<file path="config.mk">
export PLATFORM = sky130hd
export DESIGN_NAME = char_blender_pipe_flat
export DESIGN_NICKNAME = d
export VERILOG_FILES = /design/src/rtl/char_blender_pipe_pkg.sv /design/src/rtl/char_blender_pipe_if.sv /design/src/rtl/char_blender_pipe_char_gen_param.sv /design/src/rtl/char_blender_pipe.sv /design/src/flat_wrapper.sv
export SDC_FILE = /design/constraint.sdc
export NUM_CORES = 1
export LEC_CHECK = 0
export ABC_CLOCK_PERIOD_IN_PS = 14300
export CAP_MARGIN = 40
export CORE_MARGIN = 3
export CORE_UTILIZATION = 50
export DETAILED_ROUTE_END_ITERATION = 8
export DONT_BUFFER_PORTS = 1
export GPL_TIMING_DRIVEN = 0
export HOLD_SLACK_MARGIN = 0.06
export MAX_ROUTING_LAYER = met4
export PLACE_DENSITY = 0.72
export SLEW_MARGIN = 20
export SYNTH_ARGS = -nofsm -noshare
export SYNTH_HDL_FRONTEND = slang
export SYNTH_SLANG_ARGS = --single-unit
</file>
<file path="constraint.sdc">
create_clock -name i_clk -period 14.3 [get_ports i_clk]
set_input_delay 1.43 -clock i_clk [delete_from_list [all_inputs] [get_ports i_clk]]
set_output_delay 1.43 -clock i_clk [all_outputs]
set_load 0.02 [all_outputs]
</file>
<file path="src/rtl/char_blender_pipe_pkg.sv">
// Shared definitions for the character blender: the RGB444 color type,
// channel slice positions, attribute bit positions and the alpha ceiling.
package char_pkg;

  typedef logic [11:0] rgb444_t;

  // Each color channel is a 4-bit slice; red is the top nibble.
  localparam int CH_W     = 4;
  localparam int CH_R_LSB = 8;
  localparam int CH_G_LSB = 4;
  localparam int CH_B_LSB = 0;

  // Attribute nibble is {cursor, blink, inverse, underline}, MSB first.
  localparam int ATTR_CURSOR    = 3;
  localparam int ATTR_BLINK     = 2;
  localparam int ATTR_INVERSE   = 1;
  localparam int ATTR_UNDERLINE = 0;

  // Largest glyph alpha code for a given precision.
  function automatic int amax(input int alpha_bits);
    return (1 << alpha_bits) - 1;
  endfunction

endpackage

</file>
<file path="src/rtl/char_blender_pipe_if.sv">
// Pixel request / pixel result bundle. The master drives requests and frame
// pulses; the slave (the blender) returns blended pixels.
interface char_blender_pipe_if #(
  parameter int CHAR_W = 8,
  parameter int CHAR_H = 8
);
  import char_pkg::*;

  localparam int COL_W = $clog2(CHAR_W);
  localparam int ROW_W = $clog2(CHAR_H);

  logic             i_valid;
  logic [7:0]       i_char;
  logic [ROW_W-1:0] i_row;
  logic [COL_W-1:0] i_column;
  rgb444_t          i_fg_color;
  rgb444_t          i_bg_color;
  logic [3:0]       i_attr;
  logic             i_frame_start;
  logic             o_valid;
  rgb444_t          o_color;

  modport master (
    output i_valid, i_char, i_row, i_column, i_fg_color, i_bg_color,
           i_attr, i_frame_start,
    input  o_valid, o_color
  );

  modport slave (
    input  i_valid, i_char, i_row, i_column, i_fg_color, i_bg_color,
           i_attr, i_frame_start,
    output o_valid, o_color
  );

endinterface

</file>
<file path="src/rtl/char_blender_pipe_char_gen_param.sv">
// Glyph alpha ROM with a registered output. The glyph set is procedural:
//   code 8'h00        -> blank (alpha 0)
//   code 8'hFF        -> solid (alpha AMAX)
//   codes 8'h80..8'hFE -> uniform shade, alpha = low ALPHA_BITS of the code
//   codes 8'h01..8'h7F -> diagonal ramp, alpha = (code + row + column) mod 2^ALPHA_BITS
module char_gen_param
  import char_pkg::*;
#(
  parameter int CHAR_W     = 8,
  parameter int CHAR_H     = 8,
  parameter int ALPHA_BITS = 3
) (
  input  logic                        i_clk,
  input  logic [7:0]                  i_char,
  input  logic [$clog2(CHAR_H)-1:0]   i_row,
  input  logic [$clog2(CHAR_W)-1:0]   i_column,
  output logic [ALPHA_BITS-1:0]       o_alpha
);

  localparam logic [ALPHA_BITS-1:0] AMAX_V = ALPHA_BITS'(amax(ALPHA_BITS));

  logic [ALPHA_BITS-1:0] alpha_next;
  logic [ALPHA_BITS-1:0] ramp;

  // Decode the glyph alpha for the addressed cell pixel.
  always_comb begin
    // NOTE: every output of a combinational block gets a default first, so no path leaves it unassigned and infers a latch.
    alpha_next = '0;
    ramp       = ALPHA_BITS'(i_char) + ALPHA_BITS'(i_row) + ALPHA_BITS'(i_column);
    if (i_char == 8'hFF)       alpha_next = AMAX_V;
    else if (i_char[7])        alpha_next = i_char[ALPHA_BITS-1:0];
    else if (i_char != 8'h00)  alpha_next = ramp;
  end

  // Register the looked-up alpha.
  always_ff @(posedge i_clk) begin
    // NOTE: pure data registers carry no reset; only the valid bits that qualify them do. Sequential state uses <= so every flop samples pre-edge values.
    o_alpha <= alpha_next;
  end

endmodule

</file>
<file path="src/rtl/char_blender_pipe.sv">
// Text-mode pixel blender: glyph lookup, attribute modifiers, alpha blend.
// Four register ranks (accept, glyph, modifiers, blend) give a fixed
// three-edge latency from the accepting edge to o_valid.
module char_blender_pipe
  import char_pkg::*;
#(
  parameter int CHAR_W       = 8,
  parameter int CHAR_H       = 8,
  parameter int ALPHA_BITS   = 3,
  parameter int BLINK_FRAMES = 30
) (
  input logic               i_clk,
  input logic               i_rst_n,
  char_blender_pipe_if.slave bus
);

  localparam int ROW_W = $clog2(CHAR_H);
  localparam int COL_W = $clog2(CHAR_W);
  localparam int ACC_W = ALPHA_BITS + CH_W + 1;
  localparam logic [ALPHA_BITS-1:0] AMAX_V     = ALPHA_BITS'(amax(ALPHA_BITS));
  localparam logic [ALPHA_BITS:0]   W_FULL     = (ALPHA_BITS+1)'(1) << ALPHA_BITS;
  localparam logic [ROW_W-1:0]      LAST_ROW   = ROW_W'(CHAR_H - 1);
  localparam logic [7:0]            BLINK_LAST = 8'(BLINK_FRAMES - 1);

  // One channel of (fg*w + bg*(2^ALPHA_BITS - w)) >> ALPHA_BITS, truncated.
  function automatic logic [CH_W-1:0] blend_ch(input logic [CH_W-1:0] fg,
                                               input logic [CH_W-1:0] bg,
                                               input logic [ALPHA_BITS:0] w);
    logic [ACC_W-1:0] acc;
    acc = ACC_W'(fg) * ACC_W'(w) + ACC_W'(bg) * ACC_W'(W_FULL - w);
    return CH_W'(acc >> ALPHA_BITS);
  endfunction

  logic [7:0]            frame_cnt;
  logic                  phase;

  logic                  s0_valid, s0_phase;
  logic [7:0]            s0_char;
  logic [ROW_W-1:0]      s0_row;
  logic [COL_W-1:0]      s0_col;
  rgb444_t               s0_fg, s0_bg;
  logic [3:0]            s0_attr;

  logic                  s1_valid, s1_phase, s1_last_row;
  logic [ALPHA_BITS-1:0] s1_alpha;
  rgb444_t               s1_fg, s1_bg;
  logic [3:0]            s1_attr;

  logic [ALPHA_BITS-1:0] alpha_mod;
  logic                  swap;

  logic                  s2_valid;
  logic [ALPHA_BITS-1:0] s2_alpha;
  rgb444_t               s2_fg, s2_bg;

  logic [ALPHA_BITS:0]   w;
  rgb444_t               blended;

  // Blink timebase: count frame pulses, toggle phase every BLINK_FRAMES.
  always_ff @(posedge i_clk or negedge i_rst_n) begin
    if (!i_rst_n) begin
      frame_cnt <= '0;
      phase     <= 1'b1;
    end else if (bus.i_frame_start) begin
      if (frame_cnt == BLINK_LAST) begin
        frame_cnt <= '0;
        phase     <= ~phase;
      end else begin
        frame_cnt <= frame_cnt + 8'd1;
      end
    end
  end

  // Valid chain and output pixel; reset drops everything in flight.
  always_ff @(posedge i_clk or negedge i_rst_n) begin
    if (!i_rst_n) begin
      s0_valid    <= 1'b0;
      s1_valid    <= 1'b0;
      s2_valid    <= 1'b0;
      bus.o_valid <= 1'b0;
      bus.o_color <= '0;
    end else begin
      s0_valid    <= bus.i_valid;
      s1_valid    <= s0_valid;
      s2_valid    <= s1_valid;
      bus.o_valid <= s2_valid;
      if (s2_valid) bus.o_color <= blended;
    end
  end

  // Data side of the pipeline; the phase is captured with the pixel so a
  // coincident frame pulse only affects later pixels.
  always_ff @(posedge i_clk) begin
    s0_char     <= bus.i_char;
    s0_row      <= bus.i_row;
    s0_col      <= bus.i_column;
    s0_fg       <= bus.i_fg_color;
    s0_bg       <= bus.i_bg_color;
    s0_attr     <= bus.i_attr;
    s0_phase    <= phase;
    s1_fg       <= s0_fg;
    s1_bg       <= s0_bg;
    s1_attr     <= s0_attr;
    s1_phase    <= s0_phase;
    s1_last_row <= (s0_row == LAST_ROW);
    s2_alpha    <= alpha_mod;
    s2_fg       <= swap ? s1_bg : s1_fg;
    s2_bg       <= swap ? s1_fg : s1_bg;
  end

  char_gen_param #(
    .CHAR_W     (CHAR_W),
    .CHAR_H     (CHAR_H),
    .ALPHA_BITS (ALPHA_BITS)
  ) u_char_gen (
    .i_clk    (i_clk),
    .i_char   (s0_char),
    .i_row    (s0_row),
    .i_column (s0_col),
    .o_alpha  (s1_alpha)
  );

  // Attribute modifiers, applied in order: underline, blink, then swap.
  always_comb begin
    alpha_mod = s1_alpha;
    if (s1_attr[ATTR_UNDERLINE] && s1_last_row) alpha_mod = AMAX_V;
    if (s1_attr[ATTR_BLINK] && !s1_phase)       alpha_mod = '0;
    swap = s1_attr[ATTR_INVERSE] ^ (s1_attr[ATTR_CURSOR] & s1_phase);
  end

  // Blend weight saturates to 2^ALPHA_BITS so AMAX gives exactly fg.
  always_comb begin
    w = (ALPHA_BITS+1)'(s2_alpha) + (ALPHA_BITS+1)'(s2_alpha == AMAX_V);
    blended = '0;
    blended[CH_R_LSB +: CH_W] = blend_ch(s2_fg[CH_R_LSB +: CH_W], s2_bg[CH_R_LSB +: CH_W], w);
    blended[CH_G_LSB +: CH_W] = blend_ch(s2_fg[CH_G_LSB +: CH_W], s2_bg[CH_G_LSB +: CH_W], w);
    blended[CH_B_LSB +: CH_W] = blend_ch(s2_fg[CH_B_LSB +: CH_W], s2_bg[CH_B_LSB +: CH_W], w);
  end

endmodule

</file>
<file path="src/flat_wrapper.sv">
// flat-port wrapper written by rule: the top's interface ports become plain ports
module char_blender_pipe_flat import char_pkg::*;
#(
  parameter int CHAR_W       = 8,
  parameter int CHAR_H       = 8,
  parameter int ALPHA_BITS   = 3,
  parameter int BLINK_FRAMES = 30
)
  (i_clk, i_rst_n, bus_i_valid, bus_i_char, bus_i_row, bus_i_column, bus_i_fg_color, bus_i_bg_color, bus_i_attr, bus_i_frame_start, bus_o_valid, bus_o_color);
  char_blender_pipe_if #(.CHAR_W(CHAR_W), .CHAR_H(CHAR_H)) bus_i ();
  input logic i_clk;
  input logic i_rst_n;
  input wire logic [$bits(bus_i.i_valid)-1:0] bus_i_valid;
  input wire logic [$bits(bus_i.i_char)-1:0] bus_i_char;
  input wire logic [$bits(bus_i.i_row)-1:0] bus_i_row;
  input wire logic [$bits(bus_i.i_column)-1:0] bus_i_column;
  input wire logic [$bits(bus_i.i_fg_color)-1:0] bus_i_fg_color;
  input wire logic [$bits(bus_i.i_bg_color)-1:0] bus_i_bg_color;
  input wire logic [$bits(bus_i.i_attr)-1:0] bus_i_attr;
  input wire logic [$bits(bus_i.i_frame_start)-1:0] bus_i_frame_start;
  output wire logic [$bits(bus_i.o_valid)-1:0] bus_o_valid;
  output wire logic [$bits(bus_i.o_color)-1:0] bus_o_color;
  assign bus_i.i_valid = bus_i_valid;
  assign bus_i.i_char = bus_i_char;
  assign bus_i.i_row = bus_i_row;
  assign bus_i.i_column = bus_i_column;
  assign bus_i.i_fg_color = bus_i_fg_color;
  assign bus_i.i_bg_color = bus_i_bg_color;
  assign bus_i.i_attr = bus_i_attr;
  assign bus_i.i_frame_start = bus_i_frame_start;
  assign bus_o_valid = bus_i.o_valid;
  assign bus_o_color = bus_i.o_color;
  char_blender_pipe #(.CHAR_W(CHAR_W), .CHAR_H(CHAR_H), .ALPHA_BITS(ALPHA_BITS), .BLINK_FRAMES(BLINK_FRAMES)) u_core (.i_clk(i_clk), .i_rst_n(i_rst_n), .bus(bus_i));
endmodule
</file>
**Word level (Yosys, flattened, before mapping)**

Cells that the tools add are included.

- Register bits after elaboration: 128
- Bits in latches: 0
- Bits in writable memories: 0
- ROM bits: 0
- Bits of input ports: 46
- Output and inout bits: 13
- Word-level logic and storage cells: 55
- Memories kept: 0

- Add/sub/neg operators: 8
- $mul: 6
- Div/mod/pow operators: 0
- $lt $le $gt $ge: 0
- Equality and inequality tests: 4
- Shifts and indexed selects: 0
- Muxes and demuxes: 6
- Bitwise operators: 3
- Reduce and logical (&&, ||, !) cells: 5

Operators with widths:

| kind | count |
|---|---|
| 4-bit by 8-bit multiplier with 7-bit output | 3 |
| 12-bit two-way mux | 2 |
| 7-bit adder | 3 |
| 4-bit by 4-bit multiplier with 7-bit output | 3 |
| 3-bit two-way mux | 3 |
| 8-bit by 1-bit adder with 8-bit output, second input constant | 1 |
| 8-bit by 5-bit equality test with 1-bit output, second input constant | 1 |
| 8-bit equality test, second input constant | 1 |
| 8-bit two-way mux | 1 |
| 8-bit nonzero test | 1 |
| 3-bit adder | 2 |
| 3-bit equality test, second input constant | 2 |
| 4-bit by 4-bit subtractor with 5-bit output, first input constant | 1 |
| 3-bit by 1-bit adder with 4-bit output | 1 |
| 1-bit logical AND | 2 |
| 2-bit AND reduction | 1 |
| 1-bit AND | 1 |
| 1-bit logical NOT | 1 |
| 1-bit inverter | 1 |
| 1-bit bitwise XOR | 1 |

**Depth between registers and ports, before layout**

Gate-level depths: netlist of the first run.

- Depth after elaboration: 5
- Depth in mapped cells: 23
- Depth with buffers taken out: 22

**Hierarchy**

Synthesis of the first run repeated with hierarchy kept, for this count alone.

- Cell total of the unflattened synthesis: 587
- Area total of the unflattened synthesis: 6670.1 µm²

By module, submodules not included:

| module | times used | cells each | area an instance (µm²) | seq. area each (µm²) |
|---|---|---|---|---|
| char_blender_pipe | 1 | 565 | 6446.2 | 2628.8 |
| char_gen_param | 1 | 22 | 224.0 | 60.1 |

**Worst setup path after synthesis of the first run**

OpenSTA, ideal clock, no wires.

- Path kind: reg2reg
- Start: register u_core.s2_alpha[2]
- End: register u_core.bus.o_color[3]
- Arrival: 5.667 ns
- Slack: 8.493 ns
- Stages on the path, launching flop included: 24
- Buffers on the path: 1
- Cell sequence: dfxtp_1 -> and3_1 -> ha_1 -> ha_1 -> nor3b_1 -> xnor2_1 -> a32o_1 -> clkbuf_1 -> and2_1 -> fa_1 -> inv_1 -> fa_1 -> inv_1 -> fa_1 -> inv_1 -> fa_1 -> inv_1 -> fa_1 -> a21o_1 -> a21oi_1 -> xnor3_1 -> xnor2_1 -> xnor2_1 -> a21oi_1

- Longest elaborated chain between the ends: 5
- Elaborated cells on any way between the ends: 6

RTL lines:

| item | line | source |
|---|---|---|
| start, declared | char_blender_pipe.sv:53 | `logic [ALPHA_BITS-1:0] s2_alpha;` |
| start signal, assigned | char_blender_pipe.sv:106 | `s2_alpha <= alpha_mod;` |
| 3-bit equality test | char_blender_pipe.sv:133 | `w = (ALPHA_BITS+1)'(s2_alpha) + (ALPHA_BITS+1)'(s2_alpha == AMAX_V);` |
| 3-bit by 1-bit adder with 4-bit output * | char_blender_pipe.sv:133 |  |
| 4-bit by 4-bit subtractor with 5-bit output | char_blender_pipe.sv:30 | `acc = ACC_W'(fg) * ACC_W'(w) + ACC_W'(bg) * ACC_W'(W_FULL - w);` |
| 4-bit by 8-bit multiplier with 7-bit output | char_blender_pipe.sv:30 |  |
| 7-bit adder * | char_blender_pipe.sv:30 |  |
| end signal, assigned | char_blender_pipe.sv:87 | `if (s2_valid) bus.o_color <= blended;` |
| end, declared | char_blender_pipe_if.sv:32 | `output o_valid, o_color` |

Every way passes the cells marked *; elsewhere a longest branch is shown, timed or not.
A chain may end at the register's enable or synchronous reset.

**Worst setup path in the final report of the first run**

Same ends and word-level chain as after synthesis.

==> summary.md, run 1 <==
| Metric | Value |
|---|---|
| Number of synthesized flops with an enable pin | 0 |
| Post-placement cell area | around 0.0067 sq mm |
| R2R depth | 22 |
| Worst path slowest cell | fa_1 |
| Final Critical Period | around 6700 ps |
| PostCTS Resize Cnt | 0 |
| Most frequent cells in the layout | dfxtp_1 (103), inv_1 (83), fa_1 (59) |
| Die Span Y | about 120 um |
| CTS Hold Buffers Added | 0 |
| Hold/Removal Path Class | flip-flop to flip-flop |
| # rows | 40 |
| Routed vias/inst | 4.94 |
| Setup Viol. Count Final | 0 |
| Final WL | ~12 mm |
| GRT met1 Usage | 0.235 |
| Routed wire per std cell | 15.3 um |
| Max Root-Sink Buffers | 2 |
| Primary FF master, synth | dfxtp_1 |
| Reg2Reg Launch Point | u_core.s2_alpha[2]$_SDFF_PP0_ |
| Layer with the highest usage | met2 |
| Grt total ovfl | 0 |
| 1st-pass router iterations | 4 |
| Post-Syn Instances | around 570 |
| CTS tree | done |
| CTS sink count | 128 |
| Slew headroom | 0.538 |
| Crit path from | u_core.s2_alpha[2]$_SDFF_PP0_ |
| IO Pins | 59 |
| Worst slew pin tran | roughly 700 ps |
| CP dominant cell by count | fa_1 |
| Insertion delay to the later sink of the worst-skew pair | around 420 ps |
| GR Layer Usage met3 | 0.0580 |
| Leakage | around 3.3 nW |
| CP startpoint kind | flip-flop |
| Peak Freq | about 150 MHz |
| First-pass GRT wire length | just over 20 mm |
| Reg clk slew, reported paths | 60 ps |
| Hold wc startpoint | u_core.s0_bg[3]$_DFF_P_ |
| Nets | roughly 740 |
| Gr usage total | 0.192 |
| Period Utilization, post-route | 0.469 |
| H-tree level count | 4 |
| Placer Congestion | between 0.9 and 1 |
| DRC | 0 |
| Largest net degree at the start of global routing | 26 |
| Post-synthesis cell area | about 0.0065 sq mm |
| Clock Skew | between 10 and 15 ps |
| Fin util | 0.593 |
| Final hold viol count | 0 |
| Share of post-route cells with drive strength above 1 | 0.102 |
| Run status | completed |
| Vias in the first global route | 4178 |
| RSZ-0062 raised after global routing | false |
| DP HPWL | between 9 and 10 mm |
| Antenna viol nets, final | 0 |
| Worst-path fanout max | 10 |
| Synth Warn # | 0 |
| Critical path class | flip-flop to flip-flop |
| Post-Route Setup TNS | 0 ps |
| Reg2Reg Setup Slack | approximately 7600 ps |
| DR vias | approximately 3.8k |
| Number of distinct library cells after synthesis | 38 |
| Initial antenna violation count | 2 |
| Most common cell after layout, fill and taps aside | dfxtp_1 |
| Worst Path Arrival | roughly 7000 ps |
| Synth Net Count | 718 |
| Worst Hold Endpoint | u_core.s1_bg[3]$_DFF_P_ |
| Die area | approximately 0.014 sq mm |
| P per Cell Area | around 220 mW/mm^2 |
| Syn_area_per_cell | approximately 11 sq um |
| CP Cell Sequence | and3_1 -> ha_1 -> ha_1 -> inv_1 -> ha_1 -> xnor2_1 -> clkbuf_1 -> nand2_1 -> fa_1 -> fa_1 -> inv_1 -> fa_1 -> inv_1 -> fa_1 -> inv_1 -> fa_1 -> a21o_1 -> a21oi_1 -> xnor3_1 -> xnor2_1 -> xnor2_1 -> a21oi_1 |
| Buffers added on ports | 0 |
| Largest stage delay, worst path | approximately 550 ps |
| VDD IR max | ~0.00016 V |
| Final Max Tran Viols | 0 |
| Sequential area share after synthesis | 0.415 |
| Initial core utilization | 0.525 |
| Req. time, crit path | between 10000 and 15000 ps |
| Final instance area | between 0.007 and 0.008 sq mm |
| Grt met2 use | 0.307 |
| 1st-iter DRT viols | 190 |
| Die Wd | about 120 um |
| Max-cap viol count | 0 |
| Crit. End Element | flip-flop |
| Post-synth ARST share | 0.195 |
| Crit-path leading delay family | adder cells |
| Post-CTS Repair Setup Buffers | 0 |
| Hold Crit Depth | 0 |
| Area grow syn2layout | 13.0% |
| CTS buffer count | 17 |
| Root Buffer | clkbuf_16 |
| Core Region | roughly 0.012 sq mm |
| Synthesized flop and latch total | roughly 130 |
| Crit path buffers/inverters | 5 |
| Reg2reg end | u_core.bus.o_color[3]$_DFFE_PN0P_ |
## Yosys cell counts, types with 2 or more instances
library cell	instances	area, sq um
and2_1	56	350
a21o_1	3	22.5
dfrtp_1	24	601
nand2b_1	2	12.5
o21ai_0	6	30.0
mux2_1	4	45.0
xor2_1	6	52.6
clkbuf_1	12	45.0
o21bai_1	2	15.0
ha_1	39	488
mux2i_1	2	20.0
mux2_2	26	293
a31oi_1	2	12.5
inv_1	83	312
a22o_1	2	17.5
nor3_1	3	15.0
nand2_1	40	150
and3_1	9	56.3
xnor2_1	27	236
dfxtp_1	103	2060
fa_1	59	1180
nor2_1	15	56.3
nand3_1	6	30.0
or3_1	3	18.8
and2_2	2	15.0
xnor3_1	6	135
a21oi_1	17	85.1
nand4_1	2	12.5
nor2b_1	4	25.0
## sequential cells by signal (all words and copies together) (netlist names), 8 cells and up
| signal | flops |
|---|---|
| u_core.bus.o_color | 12 |
| u_core.frame_cnt | 8 |
| u_core.s0_bg | 12 |
| u_core.s0_char | 8 |
| u_core.s0_fg | 12 |
| u_core.s1_bg | 12 |
| u_core.s1_fg | 12 |
| u_core.s2_bg | 12 |
| u_core.s2_fg | 12 |
## cells by family (layout without fill, tap and decap cells)
| group | Yosys count | in the layout | share of synthesized area |
|---|---|---|---|
| fa+ha+maj | 98 | 98 | 0.257 |
| other cells | 0 | 2 | 0 |
| xor+xnor | 39 | 39 | 0.0654 |
| simple gates | 146 | 146 | 0.119 |
| buf+inv | 95 | 126 | 0.0550 |
| flops | 128 | 128 | 0.415 |
| compound gates | 36 | 36 | 0.0332 |
| mux | 32 | 32 | 0.0552 |
## area by class of cell
class	instances	area, sq um
fill	1050	5030
multi-input combinational	351	3440
sequential	128	2690
clock buffer	20	478
inverter	83	312
tap	168	210
clock inverter	11	153
buffer	12	45.0
antenna	2	5.00
## power breakdown
| group | switching (mW) | internal (mW) | total, mW |
|---|---|---|---|
| sequential | 0.0647 | 0.414 | 0.479 |
| combinational | 0.341 | 0.305 | 0.646 |
| clock | 0.162 | 0.294 | 0.457 |
| total | 0.568 | 1.01 | 1.58 |
## through the flow
| stage | hold slack (ps) | std cells | setup slack (ps) | power [mW] |
|---|---|---|---|---|
| 4_1_cts | 323 | 773 | 7630 | 1.60 |
| 6_report | 321 | 775 | 7600 | 1.58 |
| 5_1_grt | 329 | 775 | 7220 | 1.72 |
| 2_1_floorplan | 310 | 574 | 8490 | 0.989 |
| 3_3_place_gp | 312 | 742 | 7740 | 1.10 |
| 3_5_place_dp | 313 | 742 | 7630 | 1.14 |
## how the worst max path moves through the flow
stage	slack, ps	end	cells past startpoint
after floorplan	8490	u_core.bus.o_color[3]$_DFFE_PN0P_	23
after global placement	7740	u_core.bus.o_color[3]$_DFFE_PN0P_	22
after detailed placement	7630	u_core.bus.o_color[3]$_DFFE_PN0P_	22
after CTS	7630	u_core.bus.o_color[3]$_DFFE_PN0P_	22
after global routing	7220	u_core.bus.o_color[7]$_DFFE_PN0P_	21
final	7600	u_core.bus.o_color[3]$_DFFE_PN0P_	22
## routing by layer
layer  up-vias  wire (um)
met4         0        167
met5         -          0
li1       1840          -
met1      1882       5380
met3        14        639
met2        96       5690
Note: power is estimated with default switching activity, not from simulation.
==> inputs of run 2 (changes only) <==
--- a/config.mk
+++ b/config.mk
@@ -5,7 +5,8 @@
 export SDC_FILE = /design/constraint.sdc
 export NUM_CORES = 1
 export LEC_CHECK = 0
-export ABC_CLOCK_PERIOD_IN_PS = 14300
+export ABC_AREA = 1
+export ABC_CLOCK_PERIOD_IN_PS = 6800
 export CAP_MARGIN = 40
 export CORE_MARGIN = 3
 export CORE_UTILIZATION = 50
==> constraint.sdc (replaced) <==
create_clock -name i_clk -period 6.8 [get_ports i_clk]
set_input_delay 0.68 -clock i_clk [delete_from_list [all_inputs] [get_ports i_clk]]
set_output_delay 0.68 -clock i_clk [all_outputs]
set_load 0.02 [all_outputs]
==> summary.md, run 2 <==
| Metric | Value |
|---|---|
| Run status | completed (unchanged) |
| Largest stage delay, worst path | 560 ps (was 550 ps) |
| Routed vias/inst | 4.74 (was 4.94) |
| Yosys top cell area share | 0.301 (was 0.318) |
| Routed wire per std cell | 12.9 um (was 15.3 um) |
| Layer with the highest usage | met2 (unchanged) |
| Most common cell after layout, fill and taps aside | inv_1 (was dfxtp_1) |
| Final instance area | 0.00767 sq mm (was 0.00733 sq mm) |
| Worst Path Arrival | 6690 ps (was 6990 ps) |
| Root Buffer | clkbuf_16 (unchanged) |
| Post-synthesis cell area | 0.00685 sq mm (was 0.00648 sq mm) |
| P per Cell Area | 508 mW/mm^2 (was 216 mW/mm^2) |
| Synth Warn # | 0 (unchanged) |
| XOR/XNOR Fraction of Synth Area | 0.0166 (was 0.0654) |
| Grt met2 use | 0.319 (was 0.307) |
| Final Critical Period | 6400 ps (was 6700 ps) |
| Post-Place Worst Slack | 45.6 ps (was 7630 ps) |
| H-tree level count | 4 (unchanged) |
| CP startpoint kind | flip-flop (unchanged) |
| CP dominant cell by count | nand2_1 (was fa_1) |
| Slew headroom | 0.634 (was 0.538) |
| Placer Congestion | 0.870 (was 0.910) |
| Post-synth ARST share | 0.195 (unchanged) |
| Compound-gate portion of the synthesized area | 0.0385 (was 0.0332) |
| Layout Cells excl Fill | 1010 (was 775) |
| Setup Viol. Count Final | 0 (unchanged) |
| Peak Freq | 156 MHz (was 149 MHz) |
| RSZ-0062 raised after global routing | false (unchanged) |
| VDD IR max | 0.000281 V (was 0.000156 V) |
| CTS tree | done (unchanged) |
| 1st-iter DRT viols | 254 (was 190) |
| Clock Skew | 17.3 ps (was 12.0 ps) |
| Share of post-route cells with drive strength above 1 | 0.0635 (was 0.102) |
| Min Hold Slack | 113 ps (was 321 ps) |
| Post-Route Setup TNS | 0 ps (unchanged) |
| Area grow syn2layout | 11.9% (was 13.0%) |
| Crit. End Element | flip-flop (unchanged) |
| Req. time, crit path | 7090 ps (was 14590 ps) |
| Final hold viol count | 0 (unchanged) |
| 1st-pass router iterations | 5 (was 4) |
| GR Layer Usage met3 | 0.0567 (was 0.0580) |
| IO Pins | 59 (unchanged) |
| Primary FF master, synth | dfxtp_1 (unchanged) |
| Grt total ovfl | 0 (unchanged) |
| Insertion delay to the later sink of the worst-skew pair | 420 ps (about the same) |
| GRT met1 Usage | 0.245 (was 0.235) |
| Synth top cells by count | inv_1 (196), nand2_1 (183), dfxtp_1 (103) (was dfxtp_1 (103), inv_1 (83), fa_1 (59)) |
| Max Root-Sink Buffers | 2 (unchanged) |
| Top-count cell post-synth | inv_1 (was dfxtp_1) |
| Top cells by area, synth | dfxtp_1 (30%), fa_1 (17%), inv_1 (11%) (was dfxtp_1 (32%), fa_1 (18%), dfrtp_1 (9.3%)) |
| Sequential area share after synthesis | 0.393 (was 0.415) |
| Fin util | 0.577 (was 0.593) |
| Syn_area_per_cell | 8.54 sq um (was 11.3 sq um) |
| Die Span Y | 123 um (was 120 um) |
| Leakage | 4.16 nW (was 3.31 nW) |
| Hold/Removal Path Class | primary input to asynchronous set/reset pin (was flip-flop to flip-flop) |
| Initial antenna violation count | 0 (was 2) |
| Post-synthesis simple-gate area fraction | 0.191 (was 0.119) |
| Number of synthesized flops with an enable pin | 0 (unchanged) |
| DR vias | 4783 (was 3832) |
| Buffers added on ports | 0 (unchanged) |
| Max-cap viol count | 0 (unchanged) |
| Final Max Tran Viols | 0 (unchanged) |
| Worst slew pin tran | 549 ps (was 691 ps) |
| Final WS setup | 399 ps (was 7600 ps) |
| Most frequent cells in the layout | inv_1 (195), nand2_1 (183), dfxtp_1 (103) (was dfxtp_1 (103), inv_1 (83), fa_1 (59)) |
| Number of distinct library cells after synthesis | 33 (was 38) |
| Largest family of logic cells by synthesized area | adder cells (unchanged) |
| Fillers | 1176 (was 1050) |
| Post-Syn Instances | 802 (was 574) |
| Area leader, netlist | dfxtp_1 (unchanged) |
| Post-synthesis adder-cell area fraction | 0.244 (was 0.257) |
| DRC | 0 (unchanged) |
| Worst path slowest cell | fa_1 (unchanged) |
| # rows | 42 (was 40) |
| Die Wd | 123 um (was 120 um) |
| CTS sink count | 128 (unchanged) |
| Worst-path fanout max | 10 (unchanged) |
| Synth Net Count | 946 (was 718) |
| Power Total | 3.89 mW (was 1.58 mW) |
| Post-placement cell area | 0.00707 sq mm (was 0.00670 sq mm) |
| N_diodes | 0 (was 2) |
| Initial core utilization | 0.515 (was 0.525) |
| Gr usage total | 0.198 (was 0.192) |
| Critical path class | flip-flop to flip-flop (unchanged) |
| Period Utilization, post-route | 0.941 (was 0.469) |
| CTS buffer count | 17 (unchanged) |
| First-pass GRT wire length | 22.4 mm (was 20.6 mm) |
| Antenna viol nets, final | 0 (unchanged) |
| Reg clk slew, reported paths | 60 ps (about the same) |
| Placed cell count | 978 (was 742) |
| Die area | 0.0151 sq mm (was 0.0144 sq mm) |
| Synthesized flop and latch total | 128 (unchanged) |
| Post-CTS Repair Setup Buffers | 0 (unchanged) |
| Core Region | 0.0133 sq mm (was 0.0124 sq mm) |
| Largest net degree at the start of global routing | 25 (was 26) |
| Mux cell area share after synthesis | 0 (was 0.0552) |
| Nets | 965 (was 737) |
| Vias in the first global route | 4873 (was 4178) |
| DP HPWL | 9.95 mm (was 9.17 mm) |
| Final WL | 13.0 mm (was 11.9 mm) |
run 2: final cells by class:
type | instances | area, sq um | share of cell area
multi-input combinational | 464 | 3350 | 0.437
sequential | 128 | 2690 | 0.351
inverter | 196 | 736 | 0.0960
clock buffer | 17 | 425 | 0.0555
tap | 176 | 220 | 0.0287
clock inverter | 15 | 168 | 0.0219
buffer | 13 | 72.6 | 0.00946
timing repair buffer | 1 | 5.00 | 0.000653
run 2: per-layer routing:
| metal | wire, um | share of wire |
|---|---|---|
| met1 | 5790 | 0.44 |
| met2 | 6380 | 0.49 |
| met3 | 811 | 0.062 |
| met4 | 61 | 0.0047 |
| met5 | 0 | 0 |
run 2: worst paths after layout:
kind	cells after the start	start	slack (ps)	endpoint
setup / recovery	28	u_core.s2_alpha[2]$_SDFF_PP0_	400	u_core.bus.o_color[11]$_DFFE_PN0P_
hold / removal	0	i_rst_n	110	u_core.phase$_DFFE_PN1P_
setup reg to reg	28	u_core.s2_alpha[2]$_SDFF_PP0_	400	u_core.bus.o_color[11]$_DFFE_PN0P_
hold reg to reg	0	u_core.s0_fg[4]$_DFF_P_	320	u_core.s1_fg[4]$_DFF_P_
max in group asynchronous	1	i_rst_n	6200	u_core.frame_cnt[7]$_DFFE_PN0P_
min in group i_clk	0	bus_i_bg_color[10]	280	u_core.s0_bg[10]$_DFF_P_
run 2: report_power, final:
part	leakage (nW)	switching [mW]	internal (mW)
Sequential	1.17	0.163	0.895
Clock	0.286	0.370	0.522
Combinational	2.71	1.18	0.761
run 2: cell families (layout without fill, tap and decap cells):
logic type / after synthesis / count (layout)
DFF: 128 / 128
xor gates and xnor gates: 13 / 13
AOI/OAI and AO/OA: 50 / 50
adders and majority gates: 98 / 98
and+or+nand+nor: 303 / 303
buffers and inverters: 210 / 242
run 2: what timing repair did:
action	CTS	global route
endpoints found under the setup margin	0	3
hold buffers	1	0
resized for setup	0	4
endpoints found under the hold margin	24	0
run 2: worst max-delay path: cells and delay by family, from the launching register on:
kind                     cells  cell delay, ps
adder cells (fa/ha/maj)      7            3190
AND/OR/NAND/NOR             12            1330
flip-flops                   1             370
XOR/XNOR                     1             170
buffers and inverters        8            1220
==> inputs of run 3 (changes only) <==
--- a/config.mk
+++ b/config.mk
@@ -7,15 +7,15 @@
 export LEC_CHECK = 0
 export ABC_AREA = 1
 export ABC_CLOCK_PERIOD_IN_PS = 6800
+export BUFFER_PORTS_ARGS = -buffer_cell sky130_fd_sc_hd__buf_4
 export CAP_MARGIN = 40
 export CORE_MARGIN = 3
 export CORE_UTILIZATION = 50
 export DETAILED_ROUTE_END_ITERATION = 8
-export DONT_BUFFER_PORTS = 1
 export GPL_TIMING_DRIVEN = 0
 export HOLD_SLACK_MARGIN = 0.06
 export MAX_ROUTING_LAYER = met4
-export PLACE_DENSITY = 0.72
+export PLACE_DENSITY = 0.76
 export SLEW_MARGIN = 20
 export SYNTH_ARGS = -nofsm -noshare
 export SYNTH_HDL_FRONTEND = slang
==> summary.md, run 3 (synthesized netlist as in run 2, its figures left out) <==
| Metric | Value |
|---|---|
| Worst slew pin tran | 519 ps (was 549 ps) |
| CTS tree | done (unchanged) |
| Max-cap viol count | 0 (unchanged) |
| Reg clk slew, reported paths | 60 ps (about the same) |
| VDD IR max | 0.000255 V (was 0.000281 V) |
| Worst path slowest cell | fa_1 (unchanged) |
| DP HPWL | 10.1 mm (was 9.95 mm) |
| First-pass GRT wire length | 21.9 mm (was 22.4 mm) |
| Insertion delay to the later sink of the worst-skew pair | 410 ps (was 420 ps) |
| Die Wd | 123 um (unchanged) |
| Crit. End Element | flip-flop (unchanged) |
| Crit path from | u_core.s2_alpha[2]$_SDFF_PP0_ (unchanged) |
| Placer Congestion | 0.882 (was 0.870) |
| Largest net degree at the start of global routing | 26 (was 25) |
| Part of the power in registers | 0.257 (was 0.272) |
| Final Max Tran Viols | 0 (unchanged) |
| Root Buffer | clkbuf_16 (unchanged) |
| Final hold viol count | 0 (unchanged) |
| Routed wire per std cell | 11.9 um (was 12.9 um) |
| Antenna viol nets, final | 0 (unchanged) |
| Reg2Reg Launch Point | u_core.s2_alpha[2]$_SDFF_PP0_ (unchanged) |
| # rows | 42 (unchanged) |
| Clock power frac | 0.214 (was 0.229) |
| Max Root-Sink Buffers | 2 (unchanged) |
| Clock Skew | 8.10 ps (was 17.3 ps) |
| Area grow syn2layout | 17.8% (was 11.9%) |
| Final Critical Period | 6370 ps (was 6400 ps) |
| Most common cell after layout, fill and taps aside | inv_1 (unchanged) |
| IO Pins | 59 (unchanged) |
| RSZ-0062 raised after global routing | false (unchanged) |
| Routed vias/inst | 4.66 (was 4.74) |
| Power Total | 3.92 mW (was 3.89 mW) |
| Die area | 0.0151 sq mm (unchanged) |
| CTS Hold Buffers Added | 0 (was 1) |
| Post-Place Worst Slack | 114 ps (was 45.6 ps) |
| P per Cell Area | 486 mW/mm^2 (was 508 mW/mm^2) |
| Buffers added on ports | 58 (was 0) |
| Setup Viol. Count Final | 0 (unchanged) |
| CP startpoint kind | flip-flop (unchanged) |
| Share of post-route cells with drive strength above 1 | 0.121 (was 0.0635) |
| H-tree level count | 4 (unchanged) |
| Largest stage delay, worst path | 540 ps (was 560 ps) |
| Hold/Removal Path Class | primary input to asynchronous set/reset pin (unchanged) |
| Combinational fraction of design power | 0.529 (was 0.499) |
| Core Region | 0.0133 sq mm (unchanged) |
| Final WL | 12.7 mm (was 13.0 mm) |
| Leakage | 4.41 nW (was 4.16 nW) |
| Fin util | 0.607 (was 0.577) |
| Sw Share | 0.432 (was 0.441) |
| Worst-path fanout max | 10 (unchanged) |
| Grt total ovfl | 0 (unchanged) |
| Most frequent cells in the layout | inv_1 (195), nand2_1 (183), dfxtp_1 (103) (unchanged) |
| Switch Pwr | 1.69 mW (was 1.72 mW) |
| Critical path class | flip-flop to flip-flop (unchanged) |
| Peak Freq | 157 MHz (was 156 MHz) |
| DRC | 0 (unchanged) |
| 1st-pass router iterations | 5 (unchanged) |
| PostCTS Resize Cnt | 0 (unchanged) |
| Run status | completed (unchanged) |
| CP dominant cell by count | nand2_1 (unchanged) |
| N_diodes | 0 (unchanged) |
| Die Span Y | 123 um (unchanged) |
| Layout Cells excl Fill | 1067 (was 1010) |
| Gr usage total | 0.191 (was 0.198) |
| Final WS setup | 429 ps (was 399 ps) |
| Post-CTS Repair Setup Buffers | 0 (unchanged) |
| DR vias | 4977 (was 4783) |
| CTS buffer count | 17 (unchanged) |
| Worst Path Arrival | 6660 ps (was 6690 ps) |
| Post-Route Setup TNS | 0 ps (unchanged) |
| Period Utilization, post-route | 0.937 (was 0.941) |
| Nets | 1022 (was 965) |
| Vias in the first global route | 4899 (was 4873) |
| Placed cell count | 1036 (was 978) |
| CTS sink count | 128 (unchanged) |
| Initial antenna violation count | 0 (unchanged) |
| Int Pwr | 2.23 mW (was 2.18 mW) |
| Slew headroom | 0.654 (was 0.634) |
| Min Hold Slack | 164 ps (was 113 ps) |
| 1st-iter DRT viols | 308 (was 254) |
| Final instance area | 0.00807 sq mm (was 0.00767 sq mm) |
| Post-placement cell area | 0.00751 sq mm (was 0.00707 sq mm) |
| Req. time, crit path | 7090 ps (about the same) |
| Initial core utilization | 0.515 (unchanged) |
run 3: power by group through the flow:
stage               sequential (mW)  clock, mW  combinational (mW)
global route                   1.02      0.895                2.45
CTS                            1.00      0.864                2.09
finish                         1.01      0.841                2.07
global placement               1.01          0                1.98
detailed placement             1.02          0                2.07
floorplan                      1.03          0                1.56
run 3: final cells by class:
class / count / area [sq um]
Timing Repair Buffer: 58 / 435
Clock buffer: 19 / 433
Clock inverter: 13 / 129
Sequential cell: 128 / 2690
Fill cell: 1168 / 5230
Multi-Input combinational cell: 464 / 3350
Tap cell: 176 / 220
Buffer: 13 / 72.6
Inverter: 196 / 736
run 3: metal layers:
metal  GRT usage  vias up  routed length [um]
met1       0.242     2278                5740
met4      0.0747        0                 274
met2       0.303      131                6000
met3      0.0416       24                 721
li1            -     2544                   -
met5           -        -                   0
run 3: critical path, delay by kind of cell (launching register included):
| family | cells | cell delay, ps |
|---|---|---|
| fa+ha+maj | 7 | 3190 |
| buf+inv | 9 | 1260 |
| flops | 1 | 360 |
| simple gates | 14 | 1420 |
run 3: path summary, 6_finish.rpt:
check / depth (start not counted) / slack (ps) / end
setup / recovery: 30 / 430 / u_core.bus.o_color[3]$_DFFE_PN0P_
hold / removal: 1 / 160 / u_core.bus.o_color[8]$_DFFE_PN0P_
setup reg to reg: 30 / 430 / u_core.bus.o_color[3]$_DFFE_PN0P_
hold reg to reg: 0 / 320 / u_core.s1_attr[1]$_DFF_P_
max in group asynchronous: 1 / 6340 / u_core.phase$_DFFE_PN1P_
min in group i_clk: 0 / 320 / u_core.s1_attr[1]$_DFF_P_
